[config.mk]
export PLATFORM = sky130hd
export DESIGN_NAME = idc_sched
export DESIGN_NICKNAME = d
export VERILOG_FILES = /design/src/rtl/idc_sched.sv
export SDC_FILE = /design/constraint.sdc
export NUM_CORES = 1
export LEC_CHECK = 0
export ABC_AREA = 1
export CORE_MARGIN = 2
export CORE_UTILIZATION = 46
export DETAILED_ROUTE_END_ITERATION = 6
export HOLD_SLACK_MARGIN = 0.08
export PLACE_DENSITY = 0.87
export SLEW_MARGIN = 20
export SYNTH_ARGS = -nofsm -noshare
export SYNTH_HDL_FRONTEND = slang
export SYNTH_SLANG_ARGS = --single-unit
[constraint.sdc]
create_clock -name clk -period 5.1 [get_ports clk]
set_input_delay 1.02 -clock clk [delete_from_list [all_inputs] [get_ports clk]]
set_output_delay 1.02 -clock clk [all_outputs]
set_load 0.02 [all_outputs]
[src/rtl/idc_sched.sv]
`default_nettype none
// ============================================================================
// Module   : idc_sched
// Purpose  : Round-robin scheduler that shares one ID checker datapath
//            between NUM_REQ requesters. A granted requester's complete
//            ID_LEN-word ID is captured, streamed to the checker one 6-bit
//            word per cycle, and the checker verdict is returned as a tagged
//            one-cycle response.
// Ports    : clk, rst_n          - clock, asynchronous active-low reset
//            req_i / req_id_i    - per-requester request flags / flat IDs
//            req_ready_o         - one-hot one-cycle grant pulse
//            chk_in_valid_o/id_o - word stream towards the checker
//            chk_out_valid_i/
//            chk_out_legal_i     - checker verdict
//            rsp_valid_o/src_o/
//            legal_o/err_o       - tagged response to the requester
//            busy_o              - high whenever not idle
// Options  : IDC_SCHED_TIMEOUT_EN - when defined, a WAIT that lasts TIMEOUT
//            cycles without a verdict ends with an error response.
// Revision : 1.0 - initial release
// ============================================================================
module idc_sched #(
  parameter int NUM_REQ = 4,
  parameter int ID_LEN  = 10,
  parameter int TIMEOUT = 16,
  parameter int SW      = $clog2(NUM_REQ)
) (
  input  logic                          clk,
  input  logic                          rst_n,
  input  logic [NUM_REQ-1:0]            req_i,
  input  logic [NUM_REQ*ID_LEN*6-1:0]   req_id_i,
  output logic [NUM_REQ-1:0]            req_ready_o,
  output logic                          chk_in_valid_o,
  output logic [5:0]                    chk_in_id_o,
  input  logic                          chk_out_valid_i,
  input  logic                          chk_out_legal_i,
  output logic                          rsp_valid_o,
  output logic [SW-1:0]                 rsp_src_o,
  output logic                          rsp_legal_o,
  output logic                          rsp_err_o,
  output logic                          busy_o
);

  localparam int IDW = ID_LEN * 6;

  typedef enum logic [1:0] {
    S_IDLE  = 2'd0,
    S_ISSUE = 2'd1,
    S_WAIT  = 2'd2,
    S_RESP  = 2'd3
  } state_t;

  state_t         state_q, state_d;
  logic [SW-1:0]  rr_q, rr_d;
  logic [SW-1:0]  owner_q, owner_d;
  logic [IDW-1:0] shreg_q, shreg_d;
  logic [3:0]     wcnt_q, wcnt_d;
  logic [SW-1:0]  rsp_src_q, rsp_src_d;
  logic           rsp_legal_q, rsp_legal_d;

`ifdef IDC_SCHED_TIMEOUT_EN
  localparam int TW = $clog2(TIMEOUT + 1);
  logic [TW-1:0]  tcnt_q, tcnt_d;
  logic           rsp_err_q, rsp_err_d;
`endif

  // --------------------------------------------------------------------------
  // Round-robin arbitration: scan from rr_q upwards, wrapping modulo NUM_REQ,
  // and take the first requester with its flag set.
  // --------------------------------------------------------------------------
  logic          win_found;
  logic [SW-1:0] win_idx;
  logic [SW:0]   arb_sum;

  always_comb begin : p_arb
    win_found = 1'b0;
    win_idx   = '0;
    arb_sum   = '0;
    for (int i = 0; i < NUM_REQ; i++) begin
      arb_sum = {1'b0, rr_q} + (SW+1)'(i);
      if (arb_sum >= (SW+1)'(NUM_REQ)) begin
        arb_sum = arb_sum - (SW+1)'(NUM_REQ);
      end
      if (!win_found && req_i[arb_sum[SW-1:0]]) begin
        win_found = 1'b1;
        win_idx   = arb_sum[SW-1:0];
      end
    end
  end

  // ID of the current winner, selected with constant slices only.
  logic [IDW-1:0] sel_id;

  always_comb begin : p_sel
    sel_id = '0;
    for (int r = 0; r < NUM_REQ; r++) begin
      if (win_idx == SW'(r)) begin
        sel_id = req_id_i[r*IDW +: IDW];
      end
    end
  end

  // Grant pulse is gated by rst_n so that every output reads 0 while reset
  // is held, even if requesters keep their flags raised.
  always_comb begin : p_ready
    req_ready_o = '0;
    if ((state_q == S_IDLE) && win_found && rst_n) begin
      req_ready_o[win_idx] = 1'b1;
    end
  end

  // --------------------------------------------------------------------------
  // Next-state and output logic
  // --------------------------------------------------------------------------
  always_comb begin : p_next
    state_d        = state_q;
    rr_d           = rr_q;
    owner_d        = owner_q;
    shreg_d        = shreg_q;
    wcnt_d         = wcnt_q;
    rsp_src_d      = rsp_src_q;
    rsp_legal_d    = rsp_legal_q;
    chk_in_valid_o = 1'b0;
    chk_in_id_o    = 6'd0;
    rsp_valid_o    = 1'b0;
    busy_o         = 1'b1;
`ifdef IDC_SCHED_TIMEOUT_EN
    tcnt_d         = tcnt_q;
    rsp_err_d      = rsp_err_q;
`endif

    case (state_q)
      S_IDLE: begin
        busy_o = 1'b0;
        if (win_found) begin
          state_d = S_ISSUE;
          owner_d = win_idx;
          shreg_d = sel_id;
          wcnt_d  = 4'd0;
          rr_d    = (win_idx == SW'(NUM_REQ - 1)) ? '0 : win_idx + SW'(1);
        end
      end

      S_ISSUE: begin
        // Word 0 sits in the low bits; shifting right exposes the next word.
        chk_in_valid_o = 1'b1;
        chk_in_id_o    = shreg_q[5:0];
        shreg_d        = shreg_q >> 6;
        if (wcnt_q == 4'(ID_LEN - 1)) begin
          wcnt_d  = 4'd0;
          state_d = S_WAIT;
`ifdef IDC_SCHED_TIMEOUT_EN
          tcnt_d  = '0;
`endif
        end else begin
          wcnt_d = wcnt_q + 4'd1;
        end
      end

      S_WAIT: begin
        if (chk_out_valid_i) begin
          rsp_src_d   = owner_q;
          rsp_legal_d = chk_out_legal_i;
          state_d     = S_RESP;
`ifdef IDC_SCHED_TIMEOUT_EN
          rsp_err_d   = 1'b0;
        end else if (tcnt_q == TW'(TIMEOUT - 1)) begin
          // This WAIT cycle is the TIMEOUT-th without a verdict.
          rsp_src_d   = owner_q;
          rsp_legal_d = 1'b0;
          rsp_err_d   = 1'b1;
          state_d     = S_RESP;
        end else begin
          tcnt_d = tcnt_q + TW'(1);
`endif
        end
      end

      S_RESP: begin
        rsp_valid_o = 1'b1;
        state_d     = S_IDLE;
      end

      default: begin
        state_d = S_IDLE;
      end
    endcase
  end

  // --------------------------------------------------------------------------
  // Registers
  // --------------------------------------------------------------------------
  always_ff @(posedge clk or negedge rst_n) begin : p_state
    if (!rst_n) begin
      state_q <= S_IDLE;
    end else begin
      state_q <= state_d;
    end
  end

  always_ff @(posedge clk or negedge rst_n) begin : p_regs
    if (!rst_n) begin
      rr_q        <= '0;
      owner_q     <= '0;
      shreg_q     <= '0;
      wcnt_q      <= 4'd0;
      rsp_src_q   <= '0;
      rsp_legal_q <= 1'b0;
    end else begin
      rr_q        <= rr_d;
      owner_q     <= owner_d;
      shreg_q     <= shreg_d;
      wcnt_q      <= wcnt_d;
      rsp_src_q   <= rsp_src_d;
      rsp_legal_q <= rsp_legal_d;
    end
  end

  assign rsp_src_o   = rsp_src_q;
  assign rsp_legal_o = rsp_legal_q;

`ifdef IDC_SCHED_TIMEOUT_EN
  always_ff @(posedge clk or negedge rst_n) begin : p_tmo
    if (!rst_n) begin
      tcnt_q    <= '0;
      rsp_err_q <= 1'b0;
    end else begin
      tcnt_q    <= tcnt_d;
      rsp_err_q <= rsp_err_d;
    end
  end

  assign rsp_err_o = rsp_err_q;
`else
  assign rsp_err_o = 1'b0;
`endif

endmodule
`default_nettype wire

Word-level counts from Yosys, hierarchy flattened
Cells that the tools add are included.

Eq/ne operators: 10. Order comparisons: 10. Add/subtract/negate cells: 9. Reductions and logical operators: 16. Multiplexer cells: 41.

Operators by type and width (count): 60-bit 2-to-1 mux (5); 60-bit one-hot mux with 2 select lines (1); 2-bit 2-to-1 mux (12); 2-bit by 3-bit less-than comparator with 1-bit output, second input constant (5); 1-bit 2-to-1 mux (12); 4-bit 2-to-1 mux (3); 3-bit greater-or-equal comparator, second input constant (3); 1-bit binary-select mux with 2-bit select (4); 2-bit == test, second input constant (4); 2-bit one-hot mux with 4 select lines (1); 4-bit one-hot mux with 2 select lines (1); 2-bit by 1-bit subtractor with 2-bit output, second input constant (4); 2-bit by 2-bit adder with 3-bit output, second input constant (2); 1-bit logical AND (6); 6-bit 2-to-1 mux (1); 2-bit != test, second input constant (3); 2-bit AND reduction (3); 4-bit by 1-bit adder with 4-bit output, second input constant (1); 2-bit by 1-bit == test with 1-bit output, second input constant (2); 4-bit == test, second input constant (1); 2-bit zero test (2); 2-bit by 1-bit adder with 3-bit output, second input constant (1); 2-bit by 3-bit greater-or-equal comparator with 1-bit output, second input constant (1); 1-bit zero test (3); other kinds (5) (5).

Flip-flop bits (word level): 73. Output and inout port bits: 17.

Logic depth before layout (Yosys ltp)
Gate-level depths: netlist of run 1.

Depth in word-level cells: 21. Gate-level depth with buffers: 22. Mapped depth without buffers: 20.

Worst setup path before layout of run 1
Ideal clock, no wire load.

Path kind: in2out. From: in req_i[0]. To: out req_ready_o[3]. Stages: 15. Arrival time: 2.799 ns. Buffers on the path: 2. Slack: 1.281 ns. Path through: inv_1 -> nand2_1 -> o21ai_1 -> nand2_1 -> nand2_1 -> nand2_2 -> nor2_4 -> nand3_1 -> nand2_1 -> inv_1 -> ha_1 -> inv_2 -> clkbuf_1 -> clkbuf_1 -> nor2_1.

Cells in the longest elaborated chain, start to end: 17.

Ends and longest elaborated chain: from (decl) (RTL line 30) `input logic [NUM_REQ-1:0] req_i,`; 1-bit binary-select mux with 2-bit select (RTL line 84) `if (!win_found && req_i[arb_sum[SW-1:0]]) begin`; 1-bit 2-to-1 mux (not written as such) (RTL line 84); 1-bit 2-to-1 mux (RTL line 84); 1-bit zero test (RTL line 84); 1-bit logical AND (RTL line 84); 1-bit 2-to-1 mux (RTL line 84); 1-bit zero test (RTL line 84); 1-bit logical AND (RTL line 84); (+2 left out); 1-bit logical AND (RTL line 84); 2-bit 2-to-1 mux * (RTL line 84); named net win_idx[1] (RTL line 72) `logic [SW-1:0] win_idx;`; 2-bit by 3-bit less-than comparator with 1-bit output (not written as such) or 2-bit by 1-bit greater-or-equal comparator with 1-bit output (tied branches) (RTL line 108) `req_ready_o[win_idx] = 1'b1;`; 1-bit logical AND (not written as such) (RTL line 108); 1-bit 2-to-1 mux (not written as such) (RTL line 108); 1-bit demux with 2-bit select * (RTL line 108); 4-bit 2-to-1 mux * (RTL line 107) `if ((state_q == S_IDLE) && win_found && rst_n) begin`; to (decl) (RTL line 32) `output logic [NUM_REQ-1:0] req_ready_o,`.

The timed path passes the listed nets; every way through them passes the cells marked *. The select of a mux whose other input is x is not followed.

Worst setup path in the final report of run 1
Same ends and word-level chain as after synthesis.

==> reports/results.tsv, run 1 <==
stage	metric	value	unit
clocking	clock_path_buffers	2	
synthesis	syn_nets	1197	
clocking	cts_post_setup_buffers_inserted	0	
setup_path	endpoint_kind	primary output	
synthesis	avgSynthCellArea	6.27	µm²
synthesis	synth_warnings	0	
clocking	cts_root_buffer	clkbuf_16	
synthesis	async_reset_ff_frac	1.00	
cells_and_area	area_growth	48.4	%
setup_path	critPathKind	in2out	
hold_path	hp-class	reg2reg	
floorplan	ios	265	
synthesis	synth.cell_area	5890	µm²
grt	grt_max_degree	108	
route	routed_wirelength	20800	µm
grt	antenna_found_initial	0	
run_status	status	finished, final reports clean	
floorplan	start_util	0.469	
grt	grt_pass1_wl	31900	µm
setup_path	critPathMaxFanout	4	
floorplan	dieWidth	117	µm
sta	setup_viol	0	
route	vias	6973	
cells_and_area	final_net_count	1408	
floorplan	fp.coreArea	12600	µm²
clocking	cts_made_buffers	9	
synthesis	yosysSeqAreaShare	0.310	
cells_and_area	antenna_cells	0	
sta	worst_slew_pin_slew	1.09	ns
route	wl_per_cell	15.7	µm
synthesis	synth_cell_types	28	
sta	finalCritPeriodShare	0.872	
grt	grt_use_total	0.296	
sta	rsz0062_at_grt	false	
placement	io_buffers	263	
route	viasPerCell	5.26	
route	ant_nets	0	
clocking	insertion_delay	0.33	ns
route	drcViolationCount	0	
grt	grt_pass1_vias	6601	
sta	finClkSkew	0.0123	ns
placement	globalplace.congestion	0.904	
setup_path	startpoint_type	primary input	
sta	hold_violations	0	
floorplan	rows	41	
synthesis	synth_area_leaders	dfrtp_1, nand2_1, o211ai_1	
setup_path	arrival	3.43	ns
floorplan	die_height	117	µm
sta	fmax	225	MHz
synthesis	yosys.area.top_type	dfrtp_1	
clocking	cts.htree.levels	3	
cells_and_area	fill_cells	1076	
sta	slew_headroom	0.276	
synthesis	ys.flop_type	dfrtp_1	
setup_path	crit_required	4.08	ns
synthesis	synth_top_area_frac	0.310	
synthesis	synth-edff-count	0	
route	first_pass_iters	5	
clocking	cts_hold_buf	0	
synthesis	synth.most_common_cell	nand2_1	
clocking	cts_repair_resize_count	0	
synthesis	synth_commonest_cells	nand2_1, o211ai_1, dfrtp_1, o21ai_0, nand3_1	
route	drtIter0Drc	486	
floorplan	die-area	13700	µm²
sta	finalMaxSlewViolations	0	
cells_and_area	fin_util	0.696	
sta	finalCriticalPeriod	4.45	ns
placement	dpl.hpwl	14300	µm
grt	overflow	0	
job	cap_violations	0	
synthesis	synthCells	939	
clocking	clk_pin_slew_worst_paths	0.06	ns
clocking	cts_tree	built	
clocking	clock_sinks	73	
cells_and_area	layout-drive-gt1-share	0.0399	
sta	fin_tns_setup	0	ns
synthesis	ys_ff_latch	73	
-- logic make-up after synthesis --
| logic type | Yosys count | share of synthesized area |
|---|---|---|
| and+or+nand+nor | 562 | 0.384 |
| other | 1 | 0.000636 |
| muxes | 3 | 0.00573 |
| adders and majority gates | 10 | 0.0212 |
| buffers and inverters | 105 | 0.0854 |
| DFF | 73 | 0.310 |
| AOI/OAI and AO/OA | 185 | 0.193 |
-- path summary, 6_finish.rpt --
path | from | endpoint | slack (ns) | depth (start not counted)
worst min register to register | shreg_q[25] | shreg_q[25] | 0.47 | 2
worst min-delay path | shreg_q[25] | shreg_q[25] | 0.47 | 2
worst max register to register | rr_q[0] | shreg_q[30] | 1.38 | 18
min in group asynchronous | rst_n | shreg_q[58] | 0.92 | 2
worst max-delay path | req_i[0] | req_ready_o[3] | 0.65 | 13
max in group asynchronous | rst_n | shreg_q[53] | 3.51 | 2
-- sequential cells by signal, summed over array words and instances, names as in the netlist --
register     count
rsp_legal_o      1
owner_q          2
state_q          2
shreg_q         60
wcnt_q           4
rsp_src_o        2
rr_q             2
-- cell usage in the layout, fill, tap and decap left out, types with 2 or more instances in the layout --
cell | synthesis | routed
clkdlybuf4s50_1 | 0 | 262
o211ai_1 | 82 | 82
buf_4 | 2 | 10
dfrtp_1 | 73 | 73
a21oi_1 | 33 | 33
nand2_4 | 2 | 2
bufinv_16 | 0 | 2
nand2_1 | 477 | 477
nand2_2 | 2 | 2
mux2_2 | 3 | 3
inv_1 | 30 | 27
ha_1 | 10 | 7
nor4_1 | 2 | 2
clkinv_2 | 0 | 3
ha_2 | 0 | 3
nand3_1 | 65 | 65
clkbuf_16 | 0 | 9
nor2_1 | 9 | 9
o21ai_0 | 67 | 67
inv_2 | 3 | 4
-- critical path: stages --
cell             delay, ns
clkdlybuf4s50_1       0.50
inv_1                 0.07
nand2_1               0.07
nand3_1               0.08
nand2_1               0.16
nand2_1               0.11
nand3_1               0.10
nand3_1               0.16
inv_1                 0.12
ha_1                  0.20
clkinv_2              0.07
nor2_1                0.12
clkdlybuf4s50_1       0.62
-- layout make-up --
type	count	area (µm²)	area share
Sequential cell	73	1830	0.209
Timing Repair Buffer	272	2700	0.308
Multi-Input combinational cell	761	3570	0.408
Inverter	33	126	0.0144
Tap cell	172	215	0.0246
Clock buffer	10	229	0.0262
Clock inverter	5	81.3	0.00930
-- layer usage --
layer  up-vias  global-route usage  wire length, µm
met5         -                   0                0
met4         0               0.102              508
met3        41              0.0659             1960
met2       271               0.507             9740
met1      3160               0.368             8580
li1       3501                   -                -
-- per-stage QoR --
step | instances | hold WS, ns | setup slack [ns] | instance area, µm²
floorplan | 939 | 0.442 | 1.28 | 5890
global route | 1326 | 0.488 | 0.441 | 8750
finish | 1326 | 0.470 | 0.654 | 8750
detailed placement | 1311 | 0.459 | 0.663 | 8440
CTS | 1326 | 0.474 | 0.670 | 8750
global placement | 1311 | 0.454 | 0.743 | 8440
Power of run 1 is left out: the tool's default activity adds up to more than one toggle a clock period on the data nets, which glitch-free logic cannot reach.
==> run 2, diff against run 1 <==
==> constraint.sdc (replaced) <==
create_clock -name clk -period 5.1 [get_ports clk]
set_input_delay 1.02 -clock clk [delete_from_list [all_inputs] [get_ports clk]]
set_output_delay 1.02 -clock clk [all_outputs]
set_load 0.005 [all_outputs]
==> run 2 against run 1 <==
Net effect:
- wire length rose by 0.10%
- cell count is essentially flat
- setup slack improved by 0.11 ns
- critical path depth is 2 higher
- flip-flop and latch count unchanged
- via count up 0.53%
- design area up 0.10%
- sequential share of layout area about the same
- utilization increased by 0.070 points
- die area unchanged
- largest cell class unchanged
==> reports/results.tsv, run 2 (synthesized netlist as in run 1, its figures left out) <==
stage	metric	value	unit	change
clocking	cts_tree	built		
cells_and_area	layout_common_cells	nand2_1, clkdlybuf4s50_1, o211ai_1, dfrtp_1, o21ai_0		
cells_and_area	top_register	shreg_q		
route	wl_per_cell	15.7	µm	about the same
sta	finalCriticalPeriod	4.33	ns	-0.113 ns
setup_path	critPathKind	in2out		
clocking	cts_root_buffer	clkbuf_16		
cells_and_area	largest_reg_flops	60		unchanged
sta	finalMaxSlewViolations	0		unchanged
clocking	cts_hold_buf	0		unchanged
hold_path	hp-class	reg2reg		
pwr	swShare	0.555		
clocking	cts.htree.levels	3		unchanged
pwr	p_per_area	893	nW/µm²	
setup_path	cpPeakStageDelay	0.52	ns	-0.10 ns
route	routed_wirelength	20800	µm	+0.10%
sta	finClkSkew	0.00581	ns	-0.00647 ns
grt	grt_pass1_wl	31800	µm	-0.35%
cells_and_area	area_growth	48.6	%	
pwr	power_switching	4.34	mW	
grt	antenna_found_initial	0		unchanged
placement	globalplace.congestion	0.924		+2.2%
sta	finalCritPeriodShare	0.850		-0.0222
pwr	clockPowerShare	0.085		
floorplan	dieWidth	117	µm	unchanged
pwr	power.internal	3.48	mW	
grt	overflow	0		unchanged
route	first_pass_iters	5		unchanged
floorplan	die_height	117	µm	unchanged
grt	grt_pass1_vias	6505		-1.5%
clocking	insertion_delay	0.33	ns	about the same
setup_path	path_cells	clkdlybuf4s50_1 -> nand2_1 -> nand2_1 -> inv_1 -> nand2_1 -> nand2_1 -> nand2_1 -> nand2_1 -> nand2_1 -> nand3_1 -> inv_1 -> ha_1 -> clkinv_2 -> nor2_1 -> clkdlybuf4s50_1		
floorplan	rows	41		unchanged
setup_path	endpoint_kind	primary output		
setup_path	cpMaxStageDelayCell	clkdlybuf4s50_1		
clocking	cts_repair_resize_count	0		unchanged
clocking	clock_path_buffers	2		unchanged
clocking	cts_post_setup_buffers_inserted	0		unchanged
clocking	cts_made_buffers	9		unchanged
setup_path	critPathBufInv	5		unchanged
route	viasPerCell	5.28		+0.45%
sta	fin_tns_setup	0	ns	unchanged
floorplan	ios	265		unchanged
cells_and_area	layout-drive-gt1-share	0.0398		about the same
pwr	peakVddDrop	1.91	mV	
sta	rsz0062_at_grt	false		
route	drcViolationCount	0		unchanged
cells_and_area	reg_top3	shreg_q x60, wcnt_q x4		
setup_path	cp_common_cell	nand2_1		
sta	setup_viol	0		unchanged
route	vias	7010		+0.53%
floorplan	die-area	13700	µm²	unchanged
cells_and_area	final_common_cell	nand2_1		
setup_path	arrival	3.31	ns	-0.12 ns
sta	fmax	231	MHz	+2.6%
placement	io_buffers	263		unchanged
route	ant_nets	0		unchanged
run_status	status	finished, final reports clean		
placement	dpl.hpwl	14300	µm	-0.16%
floorplan	start_util	0.469		unchanged
placement	dpl-instance-area	8440	µm²	about the same
setup_path	startpoint_type	primary input		
grt	grt_max_degree	102		-5.6%
sta	whs	0.470	ns	-0.000161 ns
pwr	pwr-share-seq	0.131		
pwr	comb_power_share	0.784		
setup_path	cp_top_family	buffers and inverters		
cells_and_area	final_net_count	1409		+0.071%
cells_and_area	fin_util	0.697		+0.000696
route	drtIter0Drc	550		+13%
job	cap_violations	0		unchanged
sta	hold_violations	0		unchanged
floorplan	fp.coreArea	12600	µm²	unchanged
sta	worst_slew_pin_slew	1.02	ns	-0.0659 ns
cells_and_area	antenna_cells	0		unchanged
setup_path	critPathMaxFanout	4		unchanged
sta	slew_headroom	0.319		+0.0439
setup_path	crit_required	4.08	ns	about the same
pwr	power_leakage	4.15	nW	
grt	grt_use_total	0.297		+0.000909
clocking	clk_pin_slew_worst_paths	0.05	ns	about the same
cells_and_area	design_area	8750	µm²	+0.10%
clocking	clock_sinks	73		unchanged
==> run 2: cell types whose count changed in the layout (fill, tap and decap cells not counted), sizes merged <==
| cell | delta |
|---|---|
| clkinv | -1 |
| clkinvlp | -1 |
| buf | +1 |
| clkbuf | +2 |
==> run 2: layer usage <==
layer | vias up | wire length, µm | global-route usage
li1 | 3506 | - | -
met1 | 3198 | 8590 | 0.371
met2 | 265 | 9870 | 0.500
met3 | 41 | 1860 | 0.0690
met4 | 0 | 488 | 0.111
met5 | - | 0 | 0
==> run 2: worst paths after layout <==
check | from | to | slack [ns] | cells after the start
worst max-delay path | req_i[2] | req_ready_o[3] | 0.77 | 15
worst min-delay path | shreg_q[42] | shreg_q[42] | 0.47 | 2
worst max register to register | rr_q[0] | shreg_q[1] | 1.37 | 18
max in group asynchronous | rst_n | rsp_legal_o | 3.52 | 2
worst min register to register | shreg_q[42] | shreg_q[42] | 0.47 | 2
min in group asynchronous | rst_n | shreg_q[58] | 0.94 | 2
==> run 2: final cells by class <==
cell class / instances / area, µm²
fill: 1090 / 3810
clock buffer: 12 / 246
inverter: 33 / 126
sequential: 73 / 1830
timing repair buffer: 273 / 2710
clock inverter: 3 / 65.1
multi-input combinational: 761 / 3570
tap: 172 / 215
==> run 2: tightest hold or removal path, cell delays in order, from the launching register on <==
cell     delay [ns]
dfrtp_1        0.34
nand2_1        0.05
nand2_1        0.04
==> run 2: stage by stage <==
step | total power, mW | cells | worst slack (ns)
after floorplan | 5.73 | 939 | 1.36
after global placement | 6.99 | 1312 | 0.758
after detailed placement | 7.13 | 1312 | 0.676
after CTS | 7.83 | 1327 | 0.778
after global routing | 8.71 | 1327 | 0.563
final | 7.82 | 1327 | 0.767
==> run 2: power by group through the flow <==
| stage | clock [mW] | combinational (mW) | sequential (mW) |
|---|---|---|---|
| final | 0.668 | 6.13 | 1.02 |
| after global routing | 0.699 | 6.96 | 1.05 |
| after CTS | 0.676 | 6.14 | 1.02 |
| after detailed placement | 0 | 6.11 | 1.02 |
| after global placement | 0 | 5.97 | 1.02 |
| after floorplan | 0 | 4.75 | 0.981 |
Note: power is estimated with default switching activity, not from simulation.
==> run 3, diff against run 2 <==
--- a/config.mk
+++ b/config.mk
@@ -7,10 +7,10 @@
 export LEC_CHECK = 0
 export ABC_AREA = 1
 export CORE_MARGIN = 2
-export CORE_UTILIZATION = 46
+export CORE_UTILIZATION = 39
 export DETAILED_ROUTE_END_ITERATION = 6
 export HOLD_SLACK_MARGIN = 0.08
-export PLACE_DENSITY = 0.87
+export PLACE_DENSITY = 0.79
 export SLEW_MARGIN = 20
 export SYNTH_ARGS = -nofsm -noshare
 export SYNTH_HDL_FRONTEND = slang
==> constraint.sdc (replaced) <==
create_clock -name clk -period 3.9 [get_ports clk]
set_input_delay 0.78 -clock clk [delete_from_list [all_inputs] [get_ports clk]]
set_output_delay 0.78 -clock clk [all_outputs]
set_load 0.005 [all_outputs]
==> run 3 against run 2 <==
Net effect:
- power grew 34%
- global-route usage shrank 3.9 points
- setup slack lost 0.34 ns
- utilization shrank 8.9 points
- sequential power grew 30%
- cell count grew 1.2%
- clock skew grew 0.0019 ns
- wire length is essentially flat
- via count shrank 1.7%
- sequential share of layout area shrank 0.33 points
==> reports/results.tsv, run 3 (synthesized netlist as in run 1, its figures left out) <==
stage	metric	value	unit	change
run_status	status	finished, final reports clean		
setup_path	cpMaxStageDelayCell	clkdlybuf4s50_1		
cells_and_area	area_growth	50.9	%	
setup_path	endpoint_kind	primary output		
setup_path	crit_required	3.12	ns	-0.96 ns
floorplan	ios	265		unchanged
route	drcViolationCount	0		unchanged
job	cap_violations	0		unchanged
clocking	cts_post_setup_buffers_inserted	0		unchanged
sta	fin_tns_setup	0	ns	unchanged
setup_path	critPathKind	in2out		
route	ant_nets	0		unchanged
grt	grt_max_degree	108		+5.9%
clocking	clk_pin_slew_worst_paths	0.05	ns	about the same
grt	grt_use_total	0.258		-0.0385
grt	grt_pass1_vias	6794		+4.4%
clocking	cts.htree.levels	3		unchanged
placement	dp_slack	-0.00730	ns	-0.683 ns
cells_and_area	final_common_cell	nand2_1		
clocking	insertion_delay	0.33	ns	about the same
sta	worst_slew_pin_slew	0.987	ns	-0.0338 ns
setup_path	cpPeakStageDelay	0.46	ns	-0.06 ns
sta	whs	0.471	ns	+0.000917 ns
sta	hold_violations	0		unchanged
sta	fmax	288	MHz	
grt	antenna_found_initial	0		unchanged
hold_path	hp-class	reg2reg		
floorplan	die-area	16100	µm²	+17%
route	first_pass_iters	5		unchanged
route	routed_wirelength	20800	µm	about the same
cells_and_area	design_area	8890	µm²	+1.6%
pwr	peakVddDrop	1.61	mV	-15%
pwr	power_switching	5.70	mW	+31%
sta	finalCritPeriodShare	0.890		
setup_path	cp_top_family	buffers and inverters		
setup_path	cp-endpoint	req_ready_o[0]		
clocking	cts_root_buffer	clkbuf_16		
pwr	power.internal	4.77	mW	+37%
cells_and_area	final_net_count	1412		+0.21%
setup_path	reg2reg_from	rr_q[0]		
cells_and_area	layout_common_cells	nand2_1, clkdlybuf4s50_1, o211ai_1, dfrtp_1, o21ai_0		
route	vias	6893		-1.7%
placement	globalplace.congestion	0.844		-8.6%
clocking	clock_path_buffers	2		unchanged
route	wl_per_cell	15.5	µm	-1.3%
setup_path	critical_path_depth	15		unchanged
cells_and_area	antenna_cells	0		unchanged
clocking	cts_tree	built		
setup_path	critPathLaunch	req_i[1]		
floorplan	start_util	0.402		-0.0664
grt	overflow	0		unchanged
cells_and_area	fill_cells	1347		+24%
floorplan	dieWidth	127	µm	+8.3%
setup_path	cp_common_cell	nand2_1		
route	drtIter0Drc	420		-24%
setup_path	reg2reg_setup_slack	0.56	ns	-0.81 ns
pwr	clockPowerShare	0.086		about the same
sta	slew_headroom	0.342		+0.0225
setup_path	critPathMaxFanout	3		-1
cells_and_area	layout-drive-gt1-share	0.0475		+0.00763
clocking	cts_hold_buf	0		unchanged
cells_and_area	top_register	shreg_q		
cells_and_area	largest_reg_flops	60		unchanged
sta	rsz0062_at_grt	false		
placement	dpl.hpwl	14300	µm	-0.11%
pwr	comb_power_share	0.786		+0.002
setup_path	arrival	2.69	ns	-0.62 ns
floorplan	die_height	127	µm	+8.3%
setup_path	r2r_end	shreg_q[30]		
route	viasPerCell	5.13		-2.8%
sta	finClkSkew	0.00773	ns	+0.00192 ns
grt	grt_pass1_wl	33700	µm	+6.0%
setup_path	startpoint_type	primary input		
setup_path	critPathBufInv	6		+1
floorplan	fp.coreArea	14600	µm²	+17%
pwr	swShare	0.545		-0.0101
sta	finalCriticalPeriod	3.47	ns	
cells_and_area	reg_top3	shreg_q x60, wcnt_q x4		
sta	finalMaxSlewViolations	0		unchanged
setup_path	r2r_cells	19		+1
placement	io_buffers	263		unchanged
pwr	p_per_area	1180	nW/µm²	+32%
sta	final.setup.worst_slack	0.429	ns	-0.338 ns
setup_path	path_cells	clkdlybuf4s50_1 -> inv_1 -> nand2_1 -> nand3_1 -> nand2_1 -> inv_2 -> nand2_2 -> nor2_4 -> nand3_1 -> nand2_1 -> buf_4 -> ha_2 -> inv_1 -> nor2_1 -> dlymetal6s2s_1		
clocking	cts_made_buffers	9		unchanged
pwr	pwr-share-seq	0.127		-0.004
sta	setup_viol	0		unchanged
floorplan	rows	44		+7.3%
pwr	power_leakage	4.28	nW	+3.0%
placement	dpl-instance-area	8540	µm²	+1.2%
clocking	clock_sinks	73		unchanged
-- run 3: cell types whose count changed in the layout (fill, tap and decap cells not counted), moves of 2 or more --
cell             delta
buf_12              +5
buf_4               -2
clkbuf_1            -2
clkdlybuf4s50_1     -4
dlymetal6s2s_1      +4
-- run 3: per-stage QoR --
| step | utilization | power, mW | std cells |
|---|---|---|---|
| final | 0.607 | 10.5 | 1343 |
| after global routing | 0.607 | 11.7 | 1343 |
| after CTS | 0.606 | 10.5 | 1343 |
| after detailed placement | 0.583 | 9.60 | 1327 |
| after global placement | 0.583 | 9.49 | 1327 |
| after floorplan | - | 7.49 | 939 |
-- run 3: area by class of cell --
| class | count | area [µm²] | share of cell area |
|---|---|---|---|
| clock inverters | 5 | 77.6 | 0.00872 |
| inverters | 33 | 125 | 0.0141 |
| multi-input cells | 761 | 3580 | 0.403 |
| repair buffers | 276 | 2800 | 0.315 |
| clock buffers | 11 | 253 | 0.0284 |
| flip-flops and latches | 73 | 1830 | 0.205 |
| well taps | 184 | 230 | 0.0259 |
-- run 3: worst min-delay path by stage --
stage	startpoint	to	slack [ns]	cells past startpoint
after floorplan	wcnt_q[3]	wcnt_q[3]	0.44	2
after global placement	shreg_q[22]	shreg_q[22]	0.45	2
after CTS	shreg_q[33]	shreg_q[33]	0.47	2
after global routing	shreg_q[37]	shreg_q[37]	0.49	2
after detailed placement	shreg_q[57]	shreg_q[57]	0.46	2
final	shreg_q[48]	shreg_q[48]	0.47	2
-- run 3: power by group through the flow --
stage / combinational [mW] / clock [mW] / sequential, mW
5_1_grt: 9.35 / 0.944 / 1.37
6_report: 8.23 / 0.901 / 1.33
2_1_floorplan: 6.21 / 0 / 1.28
3_5_place_dp: 8.26 / 0 / 1.34
3_3_place_gp: 8.16 / 0 / 1.33
4_1_cts: 8.30 / 0.915 / 1.33
-- run 3: worst reg2reg max path: cells and delay by family, from the launching register on --
kind                     cells  cell delay (ns)
adder cells (fa/ha/maj)      1             0.22
flip-flops                   1             0.55
AO/OA/AOI/OAI                4             0.73
AND/OR/NAND/NOR             10             1.04
buffers and inverters        4             0.76
-- run 3: layer usage --
metal,track usage,part of all wire,vias up
met5,0,0,-
met4,0.0601,0.013,0
met3,0.0439,0.064,18
met2,0.455,0.49,235
met1,0.330,0.43,3129
li1,-,-,3511
-- run 3: repair_timing --
| item | in CTS | in global routing |
|---|---|---|
| cloned | 0 | 0 |
| gates resized for setup | 1 | 6 |
| endpoints found under the setup margin | 1 | 4 |
| pin swaps | 0 | 1 |
